`src/rtl/traffic_pkg.sv`:
```
// Phase codes shared by the traffic-light controller and its timer.
package traffic_pkg;
  typedef enum logic [2:0] {
    PH_ALLRED = 3'd0,
    PH_GREEN  = 3'd1,
    PH_YELLOW = 3'd2,
    PH_WALK   = 3'd3,
    PH_FLASH  = 3'd4
  } phase_e;
endpackage

```
`src/rtl/phase_timer.sv`:
```
// Per-phase up-counter with a terminal compare against a runtime limit.
module phase_timer #(
  parameter int CNT_W = 26
) (
  input  logic             clk,
  input  logic             rst,
  input  logic             clear,
  input  logic             enable,
  input  logic [CNT_W-1:0] limit,
  output logic [CNT_W-1:0] cnt,
  output logic             done
);
  always_ff @(posedge clk) begin
    if (rst)         cnt <= '0;
    else if (clear)  cnt <= '0;
    else if (enable) cnt <= cnt + CNT_W'(1);
  end

  assign done = (cnt == limit);
endmodule

```
`src/rtl/traffic_light_ctrl.sv`:
```
// Round-robin multi-direction traffic-light FSM with pedestrian walk phase,
// flashing-yellow night mode and run/hold enable.
module traffic_light_ctrl
  import traffic_pkg::*;
#(
  parameter int NUM_DIRS    = 2,
  parameter int CNT_W       = 26,
  parameter int T_GREEN     = 50_000_000,
  parameter int T_GREEN_MIN = 15_000_000,
  parameter int T_YELLOW    = 25_000_000,
  parameter int T_ALLRED    = 5_000_000,
  parameter int T_WALK      = 25_000_000,
  parameter int T_FLASH     = 25_000_000,
  localparam int DIR_W      = $clog2(NUM_DIRS)
) (
  input  logic                clk,
  input  logic                rst,
  input  logic                enable,
  input  logic                night_mode,
  input  logic                ped_req,
  output logic [NUM_DIRS-1:0] red,
  output logic [NUM_DIRS-1:0] yellow,
  output logic [NUM_DIRS-1:0] green,
  output logic                walk,
  output logic [DIR_W-1:0]    cur_dir,
  output logic [2:0]          phase
);
  phase_e             state;
  logic               ped_pending;
  logic               flash_on;
  logic [CNT_W-1:0]   cnt;
  logic [CNT_W-1:0]   limit;
  logic               done;
  logic               green_cut;
  logic               exit_now;
  logic               walk_entry;
  logic [DIR_W-1:0]   next_dir;

  always_comb begin
    limit = CNT_W'(T_ALLRED - 1);
    case (state)
      PH_GREEN:  limit = CNT_W'(T_GREEN - 1);
      PH_YELLOW: limit = CNT_W'(T_YELLOW - 1);
      PH_WALK:   limit = CNT_W'(T_WALK - 1);
      PH_FLASH:  limit = CNT_W'(T_FLASH - 1);
      default:   limit = CNT_W'(T_ALLRED - 1);
    endcase
  end

  // A waiting pedestrian cuts green short once the minimum green has elapsed.
  assign green_cut  = (state == PH_GREEN) && ped_pending &&
                      (cnt >= CNT_W'(T_GREEN_MIN - 1));
  assign exit_now   = done || green_cut;
  assign walk_entry = enable && done && (state == PH_ALLRED) &&
                      !night_mode && ped_pending;
  assign next_dir   = (cur_dir == DIR_W'(NUM_DIRS - 1)) ? '0 : cur_dir + DIR_W'(1);

  phase_timer #(.CNT_W(CNT_W)) u_timer (
    .clk    (clk),
    .rst    (rst),
    .clear  (enable && exit_now),
    .enable (enable),
    .limit  (limit),
    .cnt    (cnt),
    .done   (done)
  );

  always_ff @(posedge clk) begin
    if (rst) begin
      state    <= PH_ALLRED;
      cur_dir  <= DIR_W'(NUM_DIRS - 1);
      flash_on <= 1'b0;
    end else if (enable && exit_now) begin
      case (state)
        PH_ALLRED: begin
          if (night_mode) begin
            state    <= PH_FLASH;
            flash_on <= 1'b1;
          end else if (ped_pending) begin
            state <= PH_WALK;
          end else begin
            state   <= PH_GREEN;
            cur_dir <= next_dir;
          end
        end
        PH_GREEN:  state <= PH_YELLOW;
        PH_YELLOW: state <= PH_ALLRED;
        PH_WALK: begin
          state   <= PH_GREEN;
          cur_dir <= next_dir;
        end
        PH_FLASH: begin
          if (night_mode) flash_on <= ~flash_on;
          else            state    <= PH_ALLRED;
        end
        default: state <= PH_ALLRED;
      endcase
    end
  end

  // Requests latch even while held; a new request wins over the WALK clear.
  always_ff @(posedge clk) begin
    if (rst)             ped_pending <= 1'b0;
    else if (ped_req)    ped_pending <= 1'b1;
    else if (walk_entry) ped_pending <= 1'b0;
  end

  for (genvar d = 0; d < NUM_DIRS; d++) begin : g_dir
    logic sel;
    assign sel       = (cur_dir == DIR_W'(d));
    assign green[d]  = (state == PH_GREEN) && sel;
    assign yellow[d] = ((state == PH_YELLOW) && sel) || ((state == PH_FLASH) && flash_on);
    assign red[d]    = (state != PH_FLASH) && !green[d] && !yellow[d];
  end

  assign walk  = (state == PH_WALK);
  assign phase = state;
endmodule

```
`config.mk`:
```
export PLATFORM = sky130hd
export DESIGN_NAME = traffic_light_ctrl
export DESIGN_NICKNAME = d
export VERILOG_FILES = /design/src/rtl/traffic_pkg.sv /design/src/rtl/phase_timer.sv /design/src/rtl/traffic_light_ctrl.sv
export SDC_FILE = /design/constraint.sdc
export NUM_CORES = 1
export LEC_CHECK = 0
export ABC_AREA = 0
export ABC_CLOCK_PERIOD_IN_PS = 3450
export CORE_MARGIN = 3
export CORE_UTILIZATION = 50
export CTS_CLUSTER_DIAMETER = 40
export CTS_CLUSTER_SIZE = 8
export DETAILED_ROUTE_END_ITERATION = 8
export PLACE_DENSITY = 0.71
export SLEW_MARGIN = 10
export SYNTH_ARGS = -nofsm -noshare
export SYNTH_HDL_FRONTEND = slang
export SYNTH_HIERARCHICAL = 1
export SYNTH_SLANG_ARGS = --single-unit
export TNS_END_PERCENT = 100
```
`constraint.sdc`:
```
create_clock -name clk -period 3.45 [get_ports clk]
set_input_delay 0.69 -clock clk [delete_from_list [all_inputs] [get_ports clk]]
set_output_delay 0.69 -clock clk [all_outputs]
set_load 0.02 [all_outputs]
```
==> impl_metrics.json <==
{
  "yosysSeqAreaShare_pct": 30.9,
  "end_kind": "flip-flop",
  "mostFrequentLayoutCells": "32 x dfxtp_1, 29 x nor2_1, 21 x xor2_1",
  "fin_worst_skew_ns": 0.00344,
  "final_common_cell": "dfxtp_1",
  "cts_buffer_depth": 2,
  "grt_pass1_wl_um": 8590,
  "dieArea_um2": 4960,
  "critical_path_class": "reg -> reg",
  "leakagePower_nw": 0.924,
  "layout-drive-gt1-share_pct": 11.1,
  "ant_nets": 0,
  "async_reset_ff_share_pct": 0,
  "synthFlopType": "dfxtp_1",
  "hold_viol": 0,
  "grt_usage_pct": 21.3,
  "fin_util_pct": 63.5,
  "gr-usage-met2_pct": 31.6,
  "netlist_instances": 255,
  "num-nets-final": 293,
  "num_rows": 22,
  "tightest_slew_ns": 0.521,
  "clkTransAtPathRegs_ns": 0.06,
  "gp_congestion": 0.853,
  "core_um2": 3830,
  "initial_core_util_pct": 54.2,
  "overflow": 0,
  "pin_count": 16,
  "busiest_layer": "met2",
  "numClockSinks": 32,
  "diodes": 0,
  "ys_seq_elements": 32,
  "grt_max_degree": 15,
  "grt_pass1_vias": 1771,
  "rsz0062_at_grt": "no",
  "vdd_drop_max_v": 0.000142,
  "min_period_ns": 3.12,
  "hp-class": "reg -> reg",
  "vias_per_cell": 5.79,
  "drtIter0Drc": 145,
  "met1_usage_pct": 30.4,
  "ys_top_cells_by_area": "dfxtp_1 31%, xor2_1 8.9%, xnor2_1 6.8%, nor2_1 5.2%, a21oi_1 4.8%",
  "yosysTopAreaCellShare_pct": 30.9,
  "synth_cell_types": 47,
  "slew_headroom_pct": 64.9,
  "drv_cap": 0,
  "ys.warnings.count": 6,
  "setup_viol": 0,
  "num_vias": 1938,
  "htree_levels": 2,
  "period_share_pct": 90.3,
  "cts_tree": "built",
  "max_freq_ghz": 0.321,
  "drt-total-wl_um": 4790,
  "first_pass_iters": 4,
  "cts-hold-fix-buffers": 0,
  "cp_max_fo": 11,
  "syn_area_um2": 2070,
  "syn2layout_area_growth_pct": 17.1,
  "fin_total_pwr_w": 0.000697,
  "place_ws_ns": 0.0996,
  "clk_latency_ns": 0.28,
  "cts_root_buffer": "clkbuf_8",
  "hpwl_um": 3450,
  "start_kind": "flip-flop",
  "outcome": "finished, final reports clean",
  "detail_route.drc_violations": 0,
  "gr-usage-met3_pct": 5.04,
  "fin_ws_ns": 0.335,
  "die_h_um": 70.4,
  "synth_edf_count": 0,
  "antenna_found_initial": 0,
  "cts-buffers-inserted": 5,
  "tns_ns": 0,
  "drv_slew": 0,
  "post_drt_wl_per_cell_um": 14.3,
  "required_ns": 3.61,
  "synth_top_area_cell": "dfxtp_1",
  "syn-mean-instance-area_um2": 8.14,
  "port-buffer-count": 15,
  "cp.arrival_ns": 3.28,
  "p_per_area_nw_per_um2": 287,
  "die_x_um": 70.4
}
[where the power goes]
group | leakage (nW) | total [W] | internal [W] | switching, W
clock network | 0.0410 | 0.000274 | 0.000137 | 0.000137
logic | 0.625 | 0.0000452 | 0.0000223 | 0.0000229
registers | 0.258 | 0.000378 | 0.000373 | 0.00000492
[registers in the layout (all words and copies together), names as in the netlist]
signal,flops
flash_on,1
cur_dir,1
phase,3
ped_pending,1
u_timer/cnt,26
[worst max-delay path: stages, from the launching register on]
cell and delay (ns):
dfxtp_1 0.39, buf_4 0.19, nand2b_1 0.18, nand2b_1 0.13, or2b_4 0.30, xor2_1 0.15, nor4_1 0.30, nand3_1 0.11
nor4_1 0.29, nand2_1 0.18, o211ai_1 0.14, o21a_2 0.22, or2_4 0.22, nor2_1 0.06, nand4_1 0.09, nand2_1 0.05
[Yosys cell counts, drive strengths merged (6+ instances only)]
| library cell | count |
|---|---|
| a21oi | 21 |
| and3 | 6 |
| buf | 6 |
| dfxtp | 32 |
| inv | 7 |
| nand2 | 16 |
| nand3 | 14 |
| nand4 | 13 |
| nor2 | 29 |
| nor4 | 8 |
| o21ai | 9 |
| o31ai | 6 |
| or3 | 6 |
| or4 | 8 |
| xnor2 | 16 |
| xor2 | 21 |
[final timing paths]
| kind | from | to | slack (ns) | cells after the start |
|---|---|---|---|---|
| worst min register to register | u_timer/cnt[25] | u_timer/cnt[25] | 0.52 | 2 |
| worst max-delay path | phase[2] | u_timer/cnt[21] | 0.33 | 15 |
| worst max register to register | phase[2] | u_timer/cnt[21] | 0.33 | 15 |
| worst min-delay path | u_timer/cnt[25] | u_timer/cnt[25] | 0.52 | 2 |
[logic make-up after synthesis]
| kind of cell | count (synthesis) | share of synthesized area, % |
|---|---|---|
| and+or+nand+nor | 118 | 32.1 |
| muxes | 3 | 1.45 |
| buffers and inverters | 18 | 5.79 |
| adders and majority gates | 1 | 0.603 |
| xor gates and xnor gates | 37 | 15.6 |
| other | 2 | 0.362 |
| DFF | 32 | 30.9 |
| AOI/OAI and AO/OA | 44 | 13.1 |
[stage by stage]
step	area [um^2]	hold slack, ns	cells
after floorplan	2110	0.473	264
after global placement	2290	0.518	322
after detailed placement	2290	0.529	322
after CTS	2360	0.539	329
after global routing	2430	0.550	335
final	2430	0.522	335
[area by class of cell]
cell class | instances | area (um^2)
clock buffer | 6 | 72.6
fill | 345 | 1400
sequential | 32 | 641
tap | 48 | 60.1
multi-input combinational | 214 | 1370
clock inverter | 1 | 5.00
inverter | 7 | 31.3
timing repair buffer | 27 | 253
[metal layers]
| metal | routed length (um) | share of wire (%) |
|---|---|---|
| met1 | 2350 | 49 |
| met2 | 2170 | 45 |
| met3 | 209 | 4.4 |
| met4 | 63 | 1.3 |
| met5 | 0 | 0 |
[what timing repair did]
action	CTS	global route
resized for setup	0	5
hold endpoints to repair	0	0
setup buffers	0	6
setup endpoints to repair	0	27
No activity file was read; power rests on OpenSTA's default activity.
